**src/rtl/seg_pkg.sv**
```systemverilog
// Shared constants for the multiplexed seven-segment display: segment
// patterns (active-low {g,f,e,d,c,b,a}), digit count, anode-off value and
// the encoding of the field being edited.
package seg_pkg;

   localparam int NUM_DIGITS = 6;

   localparam logic [7:0] ANODE_OFF = 8'hFF;

   localparam logic [6:0] SEG_0    = 7'b1000000;
   localparam logic [6:0] SEG_1    = 7'b1111001;
   localparam logic [6:0] SEG_2    = 7'b0100100;
   localparam logic [6:0] SEG_3    = 7'b0110000;
   localparam logic [6:0] SEG_4    = 7'b0011001;
   localparam logic [6:0] SEG_5    = 7'b0010010;
   localparam logic [6:0] SEG_6    = 7'b0000010;
   localparam logic [6:0] SEG_7    = 7'b1111000;
   localparam logic [6:0] SEG_8    = 7'b0000000;
   localparam logic [6:0] SEG_9    = 7'b0010000;
   localparam logic [6:0] SEG_DASH = 7'b0111111;
   localparam logic [6:0] SEG_OFF  = 7'b1111111;

   typedef enum logic [1:0] {
      SEL_SEC  = 2'd0,
      SEL_MIN  = 2'd1,
      SEL_HOUR = 2'd2,
      SEL_NONE = 2'd3
   } sel_field_t;

   // Active-low one-hot anode pattern for a digit position; bits 7:6 stay off.
   function automatic logic [7:0] anode_for(input logic [2:0] pos);
      return ~(8'h01 << pos);
   endfunction

endpackage

```
**src/rtl/seg_bcd_decoder.sv**
```systemverilog
// Combinational BCD to seven-segment decoder, active-low {g,f,e,d,c,b,a}.
// Codes 10..15 are not valid time digits and show a dash.
module seg_bcd_decoder
   import seg_pkg::*;
(
   input  logic [3:0] bcd,
   output logic [6:0] seg
);

   // Look up the segment pattern; anything outside 0..9 becomes a dash.
   always_comb begin
      seg = SEG_DASH;
      case (bcd)
         4'd0:    seg = SEG_0;
         4'd1:    seg = SEG_1;
         4'd2:    seg = SEG_2;
         4'd3:    seg = SEG_3;
         4'd4:    seg = SEG_4;
         4'd5:    seg = SEG_5;
         4'd6:    seg = SEG_6;
         4'd7:    seg = SEG_7;
         4'd8:    seg = SEG_8;
         4'd9:    seg = SEG_9;
         default: seg = SEG_DASH;
      endcase
   end

endmodule

```
**src/rtl/seg_scan_display.sv**
```systemverilog
// Six-digit time display scanner for a common-anode seven-segment board.
// Each digit owns a slot of SCAN_DIV clocks whose first BLANK_CYC clocks keep
// every anode off to avoid ghosting. The six BCD inputs are captured once per
// frame so a frame never mixes two time values. an/seg/dp are registered.
// Optional feature: define SEG_BLINK_EN to blink the field selected by
// select_time (half-period BLINK_DIV clocks) while change_out is high.
module seg_scan_display
   import seg_pkg::*;
#(
   parameter int SCAN_DIV  = 100_000,
   parameter int BLANK_CYC = 1_000,
   parameter int BLINK_DIV = 50_000_000
)(
   input  logic       clk_100MHz,
   input  logic       rst_time,
   input  logic [3:0] L_sec,
   input  logic [3:0] H_sec,
   input  logic [3:0] L_min,
   input  logic [3:0] H_min,
   input  logic [3:0] L_hour,
   input  logic [3:0] H_hour,
   input  logic [1:0] select_time,
   input  logic       change_out,
   output logic [7:0] an,
   output logic [6:0] seg,
   output logic       dp
);

   localparam int               CNT_W     = (SCAN_DIV > 1) ? $clog2(SCAN_DIV) : 1;
   localparam logic [CNT_W-1:0] CNT_LAST  = CNT_W'(SCAN_DIV - 1);
   localparam logic [CNT_W-1:0] CNT_BLANK = CNT_W'(BLANK_CYC);
   localparam logic [2:0]       POS_LAST  = 3'(NUM_DIGITS - 1);

   logic [CNT_W-1:0] cnt;
   logic [2:0]       pos;
   logic             slot_end;
   logic             frame_end;

   logic [3:0] snap_l_sec, snap_h_sec, snap_l_min, snap_h_min, snap_l_hour, snap_h_hour;
   logic [3:0] cur_digit;
   logic [6:0] cur_seg;

   logic       blank_sel;
   logic [7:0] an_next;
   logic       dp_next;

   assign slot_end  = (cnt == CNT_LAST);
   assign frame_end = slot_end && (pos == POS_LAST);

   // Slot counter and digit position: pos steps 0..5 at the end of each slot.
   always_ff @(posedge clk_100MHz or negedge rst_time) begin
      if (!rst_time) begin
         cnt <= '0;
         pos <= '0;
      end else if (slot_end) begin
         cnt <= '0;
         pos <= (pos == POS_LAST) ? 3'd0 : pos + 3'd1;
      end else begin
         cnt <= cnt + CNT_W'(1);
      end
   end

   // Capture all six digits together as the frame wraps back to position 0.
   always_ff @(posedge clk_100MHz or negedge rst_time) begin
      if (!rst_time) begin
         snap_l_sec  <= '0;
         snap_h_sec  <= '0;
         snap_l_min  <= '0;
         snap_h_min  <= '0;
         snap_l_hour <= '0;
         snap_h_hour <= '0;
      end else if (frame_end) begin
         snap_l_sec  <= L_sec;
         snap_h_sec  <= H_sec;
         snap_l_min  <= L_min;
         snap_h_min  <= H_min;
         snap_l_hour <= L_hour;
         snap_h_hour <= H_hour;
      end
   end

   // Pick the captured digit belonging to the current position.
   always_comb begin
      cur_digit = 4'd0;
      case (pos)
         3'd0:    cur_digit = snap_l_sec;
         3'd1:    cur_digit = snap_h_sec;
         3'd2:    cur_digit = snap_l_min;
         3'd3:    cur_digit = snap_h_min;
         3'd4:    cur_digit = snap_l_hour;
         3'd5:    cur_digit = snap_h_hour;
         default: cur_digit = 4'd0;
      endcase
   end

   seg_bcd_decoder u_decoder (
      .bcd (cur_digit),
      .seg (cur_seg)
   );

`ifdef SEG_BLINK_EN
   localparam int               BLK_W    = (BLINK_DIV > 1) ? $clog2(BLINK_DIV) : 1;
   localparam logic [BLK_W-1:0] BLK_LAST = BLK_W'(BLINK_DIV - 1);

   logic [BLK_W-1:0] blink_cnt;
   logic             blink_phase;
   sel_field_t       sel_q;

   // Blink timebase runs only in set mode; leaving set mode parks it in the lit phase.
   always_ff @(posedge clk_100MHz or negedge rst_time) begin
      if (!rst_time) begin
         blink_cnt   <= '0;
         blink_phase <= 1'b0;
      end else if (!change_out) begin
         blink_cnt   <= '0;
         blink_phase <= 1'b0;
      end else if (blink_cnt == BLK_LAST) begin
         blink_cnt   <= '0;
         blink_phase <= ~blink_phase;
      end else begin
         blink_cnt   <= blink_cnt + BLK_W'(1);
      end
   end

   // Selected field is taken at slot boundaries so a change never cuts a slot short.
   always_ff @(posedge clk_100MHz or negedge rst_time) begin
      if (!rst_time) begin
         sel_q <= SEL_NONE;
      end else if (slot_end) begin
         sel_q <= sel_field_t'(select_time);
      end
   end

   // Both digits of the selected field go dark during the off half of the blink.
   always_comb begin
      blank_sel = change_out && blink_phase && (sel_q != SEL_NONE) &&
                  ({1'b0, sel_q} == (pos >> 1));
   end
`else
   logic unused_blink_inputs;
   assign unused_blink_inputs = ^{change_out, select_time};
   assign blank_sel           = 1'b0;
`endif

   // Next anode and decimal-point values from the scan state.
   always_comb begin
      an_next = anode_for(pos);
      if ((cnt < CNT_BLANK) || blank_sel) begin
         an_next = ANODE_OFF;
      end
      dp_next = !((pos == 3'd2) || (pos == 3'd4));
   end

   // Register the pins one clock behind the scan state.
   always_ff @(posedge clk_100MHz or negedge rst_time) begin
      if (!rst_time) begin
         an  <= ANODE_OFF;
         seg <= SEG_OFF;
         dp  <= 1'b1;
      end else begin
         an  <= an_next;
         seg <= cur_seg;
         dp  <= dp_next;
      end
   end

endmodule

```
**config.mk**
```make
export PLATFORM = sky130hd
export DESIGN_NAME = seg_scan_display
export DESIGN_NICKNAME = d
export VERILOG_FILES = /design/src/rtl/seg_pkg.sv /design/src/rtl/seg_bcd_decoder.sv /design/src/rtl/seg_scan_display.sv
export SDC_FILE = /design/constraint.sdc
export NUM_CORES = 1
export LEC_CHECK = 0
export CORE_ASPECT_RATIO = 0.9
export CORE_MARGIN = 10
export CORE_UTILIZATION = 45
export DETAILED_ROUTE_END_ITERATION = 16
export PLACE_DENSITY = 0.73
export SLEW_MARGIN = 30
export SYNTH_ARGS = -nofsm -noshare
export SYNTH_HDL_FRONTEND = slang
export SYNTH_SLANG_ARGS = --single-unit
```
**constraint.sdc**
```tcl
create_clock -name clk_100MHz -period 4.5 [get_ports clk_100MHz]
set_input_delay 1.125 -clock clk_100MHz [delete_from_list [all_inputs] [get_ports clk_100MHz]]
set_output_delay 1.125 -clock clk_100MHz [all_outputs]
set_load 0.02 [all_outputs]
```
* Yosys cells after proc, flatten, opt, wreduce, memory -nomap -nowiden
Memories as Yosys holds them, arrays and structs flattened. A register that Yosys moved wholly into a read port is not among the register bits.
Index checks and enable logic that the tools add are counted.
** Word-level totals
- Flip-flop bits (word level) :: 53
- Memory bits (writable) :: 0
- Output and inout bits :: 16
- Memory bits (read-only) :: 112
- Bits in latches :: 0
- Memories :: 1
** Memory list
- (no name shown) :: words 16, bits a word 7, read ports 1, clocked after Yosys merged registers in 1, wr ports 0, RTL line seg_bcd_decoder.sv:13 : case (bcd)
** Operators by class
- Eq/ne operators :: 6
- Bitwise logic cells :: 1
- Multipliers :: 0
- Reduce and logical (&&, ||, !) cells :: 5
- Order comparisons :: 1
- Add/sub/neg operators :: 2
- Mux-type cells :: 4
- Divide/modulo/power cells :: 0
- Shift-type cells :: 1
** Operators by type and width (count)
- 4-bit case mux with 6 select lines :: 1
- 17-bit by 1-bit adder with 17-bit output, second input constant :: 1
- 17-bit equality test, second input constant :: 1
- 17-bit by 10-bit < comparator with 1-bit output, second input constant :: 1
- 17-bit two-way mux :: 1
- 8-bit two-way mux :: 1
- 8-bit NOT :: 1
- 1-bit by 3-bit << shifter with 8-bit output, first input constant :: 1
- 3-bit by 2-bit equality test with 1-bit output, second input constant :: 2
- 3-bit equality test, second input constant :: 2
- 3-bit by 1-bit adder with 3-bit output, second input constant :: 1
- 3-bit by 1-bit equality test with 1-bit output, second input constant :: 1
- 3-bit zero test :: 1
- 3-bit two-way mux :: 1
- 1-bit zero test :: 2
- 1-bit logical AND :: 1
- 1-bit logical OR :: 1

* Logic depth before layout (Yosys ltp)
Gate-level depths: netlist of run 1.
- Depth after elaboration :: 3
- Gate-level depth with buffers :: 10

* By module
Synthesis of run 1 repeated with hierarchy kept, for this count alone.
** Second synthesis, totals
- Cells, all modules :: 233
- Area total of the unflattened synthesis :: 2894.0 um2
** Modules (own cells, without submodules)
- seg_scan_display :: times used 1, area each 2670.1 um2, cells an instance 202
- seg_bcd_decoder :: times used 1, area each 224.0 um2, cells an instance 31

* Least setup slack after synthesis of run 1
No wires, ideal clock.
- Path type :: flip-flop to flip-flop
- From :: register pos[0]
- To :: register seg[3]
- Path slack :: 2.127 ns
- Cell stages (with the launch flop) :: 10
- Buffers on the path :: 2
- Arrival time :: 2.275 ns
- Period minus slack after synthesis :: 2.373 ns
- Path through :: dfrtp_1 -> clkbuf_1 -> buf_2 -> and2_1 -> ha_1 -> a222oi_1 -> a21boi_0 -> ha_1 -> mux2i_1 -> a21oi_1
** Between the ends
- Longest elaborated chain between the ends :: 2
- Elaborated cells on any way between the ends :: 7
** Ends and longest elaborated chain
- start: declaration :: RTL line seg_scan_display.sv:35 : logic [2:0] pos;
- start signal: assignment :: RTL line seg_scan_display.sv:57 : pos <= (pos == POS_LAST) ? 3'd0 : pos + 3'd1;
- 3-bit equality test (tied with other cells) :: RTL line seg_scan_display.sv:85 : case (pos)
- 4-bit case mux with 6 select lines * :: RTL line seg_scan_display.sv:85
- end: declaration :: RTL line seg_scan_display.sv:25 : output logic [6:0] seg,
Every way passes the cells marked *; elsewhere a longest branch is shown, timed or not.
A chain may end at the register's enable or synchronous reset.

* Final worst setup path of run 1
- From :: register pos[2]
- To :: register seg[3]
Same word-level chain as after synthesis.

==> impl.org, run 1 <==
** Placed design
- Input and output buffers added on the ports amount to 41.
- Once placement finished, the instance area stood at 0.00331 mm2.
- At the end of routability-driven placement, the weighted congestion stood at 0.906.
- Detailed placement ended at an HPWL of 4020 um.

** Yosys
- Leading area contributor after synthesis :: dfrtp_1
- Synthesis handed over a netlist of 225 instances.
- Dominant synthesized flop cell :: dfrtp_1
- The synthesized design contains 0 enable-type register cells.
- Synth warnings :: 0
- The number of nets handed over by synthesis was 262.
- Each instance of the synthesized netlist takes up on average 12.6 um2.
- Post-synth cell types :: 44
- In this run, synthesis produced a sequential element count of 60.
- The share of the Yosys chip area taken by registers is 53.8%.
- Of all flip-flops after synthesis, the portion carrying an async set or reset was 100%.
- Top cell type's share of synthesized area :: 39.0%
- The cell area that synthesis handed to floorplanning was 0.00283 mm2.
- Top cells by area, synth :: dfrtp_1, dfstp_2, mux2_4

** Floorplan
- Width of the die :: 104 um
- The region available for standard cell placement spans 0.00611 mm2.
- Total number of placement rows :: 27
- For this design the top-level I/O count stands at 45.
- Y dimension of the die :: 95.2 um
- The floorplan step defined a die boundary enclosing 0.00986 mm2.
- Initial Util :: 46.2%

** Power
- Leakage power total :: 1.55 nW
- Across the VDD grid, the largest voltage drop is 0.000120 V.
- Total power divided by cell area :: 319 mW/mm2
- Final Total Pwr :: 1.11 mW

** Clock network
- In this run, CTS created clock tree buffers numbering 9.
- The clock passes through at most 2 buffers.
- After clock tree synthesis, the clock-pin slew on the worst setup and hold paths is 0.07 ns.
- The tree built by TritonCTS fans out to 60 sinks.
- Cell chosen for the clock root :: clkbuf_8
- Hold Buf Count CTS :: 0
- TritonCTS built the clock tree.
- CTS built an H-tree with a depth of 3.
- Post-CTS Repair Setup Buffers :: 0
- At the later pin of the worst-skew pair, clock insertion delay measures 0.33 ns.
- Gates resized, CTS repair :: 0

** Timing
- In the finished design, the share of the clock period the worst path needs comes to 62.5%.
- Static timing analysis puts the maximum clock frequency at 355 MHz.
- The worst path needs 2.81 ns of the cycle, external delays included.
- Final number of hold-violating endpoints :: 0
- Clock skew on the completed layout was measured at 0.00945 ns.
- Setup repair after global routing left no endpoint under its margin.
- The final-report max-slew violation count was 0.
- Setup violations remaining at the end of the flow were counted as 0.
- Summed over all failing endpoints, the final setup total negative slack is 0 ns.
- The tightest hold path in the finished design has a slack of 0.485 ns.
- In this run the tightest slew margin relative to its limit is 44.3%.
- At the pin with the least slew margin, the transition time is 0.835 ns.

** Global route
- Maximum number of pins on one net before global-route repair :: 40
- The via count of the first global-routing pass is 1,859.
- Global-route usage over all layers :: 11.8%
- Wire length of the first global-routing pass :: 9290 um
- Initial antenna violation count :: 0
- For this run the aggregate overflow at the end of global routing stands at 0.

** Cells and area
- Share of final-layout standard cells stronger than drive strength 1 :: 24.3%
- The repair_antennas step left the layout with diodes totalling 0.
- Relative to the synthesized area, the layout overhead comes to 23.6%.
- After the last flow step, the layout net total stands at 308.
- Area used by multi-input combinational logic :: 0.00123 mm2
- The sequential cells in the finished layout cover a total of 0.00152 mm2.
- Fill cells in the final layout number 512.
- The library cell used most frequently in the layout, excluding fill and tap cells, is dfrtp_1.
- Highest-count cells in the layout ignoring fill and taps :: dfrtp_1, clkdlybuf4s50_1, mux2_4
- Final instance area :: 0.00349 mm2

** Route
- The first detailed-routing pass took 4 iterations.
- For this run, design rule violations remaining after detail routing come to 0.
- The final layout contains routed wiring with a total length of 5540 um.
- Once detail routing completed, the nets flagged for antenna violations numbered 0.
- In the routed layout, each cell is associated on average with a via count of 5.06.
- Vias after detailed routing :: 1,836
- Detailed-route wire length per cell :: 15.3 um
- The first routing iteration left 117 violations.

** Critical path
- Worst Path Class, Setup :: register to register
- For the worst setup path, the data arrival time is 3.05 ns.
- STA classifies the critical path endpoint as a register.
- Critical path launch point type :: register
- Critical Path Fanout Max :: 16
- Data on the critical path is required at its endpoint by 4.73 ns.

** Hold path
- Worst hold-check path type :: register to register

** Status
- Run status :: completed

** Run
- Max-cap violations in this run came to 0.
[per-layer routing]
metal	part of all wire, %	track usage, %	wire, um	vias up
met4	2.8	6.69	155	0
li1	-	-	-	884
met3	4.4	3.44	243	13
met1	46	14.2	2570	897
met5	0	0	0	-
met2	46	18.9	2570	42
[logic make-up after synthesis]
group	synth area share (%)
AO/OA/AOI/OAI	5.80
XOR/XNOR	4.96
adder cells (fa/ha/maj)	3.54
buffers and inverters	2.57
flip-flops	53.8
multiplexers	16.1
AND/OR/NAND/NOR	13.2
[critical path: stages (launching register included)]
cell and delay, ns:
dfrtp_1 0.75, inv_1 0.15, ha_1 0.31, a222oi_1 0.32, a21boi_0 0.57, inv_1 0.14, ha_1 0.23, mux2i_1 0.15
a21oi_1 0.09
[metrics by stage]
| step | std cells | utilization (%) | setup WS (ns) |
|---|---|---|---|
| after detailed placement | 347 | 54.1 | 1.72 |
| after global placement | 347 | 54.1 | 1.76 |
| after global routing | 363 | 57.1 | 1.36 |
| after floorplan | 225 | - | 2.13 |
| after CTS | 363 | 57.1 | 1.71 |
| final | 363 | 57.1 | 1.69 |
[cell usage after synthesis (all sizes together), types with 3 or more instances]
| cell | count |
|---|---|
| a21oi | 7 |
| buf | 6 |
| dfrtp | 44 |
| dfstp | 16 |
| ha | 8 |
| inv | 6 |
| mux2 | 29 |
| mux2i | 3 |
| nand2 | 14 |
| nand3 | 11 |
| nand4 | 5 |
| nor2 | 18 |
| nor3 | 3 |
| nor4 | 4 |
| o21ai | 5 |
| xnor2 | 9 |
| xor2 | 7 |
[flip-flops by register name (all words and copies together) (netlist names)]
register	flops
dp	1
snap_l_hour	4
snap_h_min	4
seg	7
snap_l_min	4
snap_h_hour	4
an	8
snap_l_sec	4
snap_h_sec	4
cnt	17
pos	3
[final timing paths]
path | endpoint | from | slack, ns | cells past startpoint
worst max-delay path | seg[3] | pos[2] | 1.69 | 8
worst min-delay path | cnt[0] | cnt[0] | 0.49 | 1
worst max register to register | seg[3] | pos[2] | 1.69 | 8
worst min register to register | cnt[0] | cnt[0] | 0.49 | 1
max in group asynchronous | an[0] | rst_time | 2.75 | 2
min in group asynchronous | snap_l_sec[3] | rst_time | 0.90 | 1
[final cells by class]
cell class / instances / share of cell area (%)
sequential: 60 / 43.6
clock buffer: 14 / 4.37
multi-input combinational: 151 / 35.3
inverter: 6 / 0.645
timing repair buffer: 43 / 12.0
tap: 87 / 3.12
clock inverter: 2 / 1.00
[report_power, final]
| group | switching, mW | leakage (nW) | internal, mW | total [mW] |
|---|---|---|---|---|
| logic | 0.0354 | 0.742 | 0.0503 | 0.0857 |
| registers | 0.00762 | 0.713 | 0.560 | 0.568 |
| clock network | 0.190 | 0.0947 | 0.271 | 0.461 |
Note: power is estimated with default switching activity, not from simulation.
==> run 2: changes to the inputs <==
PLACE_DENSITY = 0.76   (was 0.73)
clock period = 2.4 ns   (was 4.5 ns; I/O delays follow)
==> run 2 against run 1 <==
- die area is the same
- worst setup slack lost 1.6 ns
- wire length grew 2.6%
- largest power group unchanged
- highest routed layer unchanged
==> impl.org, run 2 (synthesis gave the netlist of run 1 again) <==
** Cells and area
- The final non-filler cell total came to 373 (+2.8%).
- Number of flip-flops in the largest register :: 17 (unchanged)
- Share of final-layout standard cells stronger than drive strength 1 :: 27.3% (+3.0 points)
- Commonest non-fill, non-tap cell in the layout :: dfrtp_1
- In the final layout, the registers with the most flip-flops are cnt (17), an (8), seg (7).
- Layout-stage area growth over the synthesis result :: 26.2%
- The number of antenna repair diodes came to 0 (unchanged).
- Filler cell count :: 498 (-2.7%)
- In the layout the commonest cells are dfrtp_1, clkdlybuf4s50_1, mux2_4.
- The total number of nets in the final design is 318 (+3.2%).
- Final instance area :: 0.00357 mm2 (+2.1%)
- Final core area utilization :: 58.3% (+1.2 points)
- Most flops, register :: cnt

** Timing
- Final worst setup slack :: 0.125 ns (-1.56 ns)
- The total count of hold-check failures in the final report is 0 (unchanged).
- Final worst path period share :: 94.8% (+32 points)
- Setup violations, final :: 0 (unchanged)
- Number of pins exceeding their max-slew limit in the final report :: 0 (unchanged)
- Upper clock frequency limit :: 440 MHz (+24%)
- Unrepaired setup endpoints after global routing :: false
- The max-slew headroom at the worst pin came to 60.4% (+16 points).
- Final clock skew :: 0.0117 ns (+0.00227 ns)
- Sum of negative setup slack :: 0 ns (unchanged)
- Minimum clock period :: 2.27 ns (-0.539 ns)
- The worst-margin pin slew came to 0.591 ns (-0.244 ns).
- The tightest hold margin was 0.241 ns (-0.245 ns).

** Placed design
- HPWL after DPL :: 4200 um (+4.4%)
- Buffers added on ports :: 41 (unchanged)
- Final estimated routing congestion in global placement :: 0.826 (-8.8%)
- Cell Area, Placed :: 0.00339 mm2 (+2.6%)
- The cell count after placement was 357 (+2.9%).
- The worst slack at placement came to 0.146 ns (-1.58 ns).

** Floorplan
- The number of top-level design ports is 45 (unchanged).
- The floorplan die height was 95.2 um (unchanged).
- Placeable core region :: 0.00611 mm2 (unchanged)
- Total number of placement rows :: 27 (unchanged)
- Width of the die :: 104 um (unchanged)
- The die area came to 0.00986 mm2 (unchanged).
- Initial Util :: 46.2% (unchanged)

** Route
- Remaining design rule violation count :: 0 (unchanged)
- The ratio of routed vias to standard cells came to 5.00 (-1.1%).
- The number of detailed-route iterations in the first pass came to 4 (unchanged).
- Vias after detailed routing :: 1,866 (+1.6%)
- Antenna Nets Post-Route :: 0 (unchanged)
- The routed wire length per instance is 15.2 um (-0.19%).
- Count of routing violations after the opening detailed-route iteration :: 81 (-31%)
- The total length of routed wires came to 5680 um (+2.6%).

** Critical path
- The data required time of the critical path came to 2.66 ns (-2.07 ns).
- FF-to-FF End :: seg[5]
- The delay of the slowest cell on the worst path came to 0.51 ns (-0.24 ns).
- Crit Reg-Reg Startpoint :: pos[0]
- The largest fanout on the critical path is 9 (-7).
- Critical path launch point type :: register
- Worst Path Class, Setup :: register to register
- The worst setup path is captured at a register.
- Critical path arrival :: 2.53 ns (-0.52 ns)
- The cell depth of the worst setup path came to 7 (-1).
- Kind of cell adding the most delay to the critical path :: simple AND/OR/NAND/NOR gates
- The critical path goes through and2_1, ha_1, a221o_1, inv_1, ha_1, or3_1, a31oi_1.
- The cell that appears most often on the critical path is ha_1.
- The worst setup slack for register-to-register paths came to 0.13 ns (-1.56 ns).
- Number of cells on the worst reg-to-reg path :: 7 (-1)
- The largest individual stage delay along the critical path comes from the cell dfrtp_1.
- The total buffers and inverters traversed by the critical path was 1 (-1).

** Global route
- The total global routing overflow is 0 (unchanged).
- The maximum number of pins on one net before global-route repair is 37 (-7.5%).
- The aggregate global-route resource usage is 12.6% (+0.79 points).
- The initial antenna violation count is 0 (unchanged).
- The via count of the first global-routing pass came to 1,946 (+4.7%).
- The wire length of the first global-routing pass was 10,000 um (+7.7%).

** Run
- Reported max-cap violation count :: 0 (unchanged)

** Clock network
- TritonCTS Sinks :: 60 (unchanged)
- Clock tree synthesis selected as its root buffer the cell clkbuf_8.
- Post-CTS clock slew at the launch and capture registers of the worst setup and hold paths :: 0.07 ns (about the same)
- The hold buffer count at cts was 0 (unchanged).
- TritonCTS built the clock tree.
- The clock insertion delay at the later pin of the skew report was 0.34 ns (about the same).
- Num CTS Buffers :: 9 (unchanged)
- The number of resized instances in the post-cts repair step was 0 (unchanged).
- The number of buffers between clock root and the deepest sink was 2 (unchanged).
- Post-CTS Repair Setup Buffers :: 0 (unchanged)
- # H-tree levels :: 3 (unchanged)

** Status
- Run status :: completed

** Power
- Total power divided by cell area :: 570 mW/mm2 (+79%)
- The leakage power came to 1.60 nW (+3.3%).
- The final total power is 2.03 mW (+82%).
- Maximum VDD drop :: 0.000357 V (+200%)

** Hold path
- Worst hold-check path type :: input port to asynchronous set/reset pin
## run 2: cell count changes in the layout (fill, tap and decap cells not counted), sizes merged
| cell | before | now |
|---|---|---|
| clkinv | 1 | 2 |
| bufinv | 1 | 0 |
| buf | 3 | 13 |
## run 2: final cells by class
cell class / instances / area (um2) / share of cell area, %
repair buffers: 53 / 508 / 14.2
flip-flops and latches: 60 / 1520 / 42.7
multi-input cells: 151 / 1230 / 34.6
inverters: 6 / 22.5 / 0.632
well taps: 87 / 109 / 3.05
clock inverters: 2 / 10.0 / 0.281
clock buffers: 14 / 163 / 4.56
## run 2: report_power, final
group	total (mW)	leakage [nW]	switching, mW	internal, mW
logic	0.167	0.797	0.0672	0.0997
registers	1.06	0.713	0.0140	1.05
clock network	0.803	0.0905	0.374	0.429
## run 2: worst max-delay path by stage
stage | start | endpoint | slack [ns]
2_1_floorplan | pos[0] | seg[3] | 0.03
3_3_place_gp | pos[0] | seg[5] | 0.21
3_5_place_dp | pos[0] | seg[5] | 0.15
4_1_cts | pos[0] | seg[5] | 0.12
5_1_grt | pos[0] | seg[5] | 0.004
6_report | pos[0] | seg[5] | 0.13
## run 2: worst reg2reg max path, stage by stage (launching register included)
cell,delay (ns)
dfrtp_1,0.51
and2_1,0.22
ha_1,0.29
a221o_1,0.29
inv_1,0.12
ha_1,0.22
or3_1,0.37
a31oi_1,0.19
## run 2: layer usage
| metal | vias up | GRT usage [%] | wire, um |
|---|---|---|---|
| li1 | 903 | - | - |
| met1 | 911 | 15.8 | 2650 |
| met2 | 48 | 19.3 | 2620 |
| met3 | 4 | 5.26 | 353 |
| met4 | 0 | 4.58 | 63 |
| met5 | - | 0 | 0 |
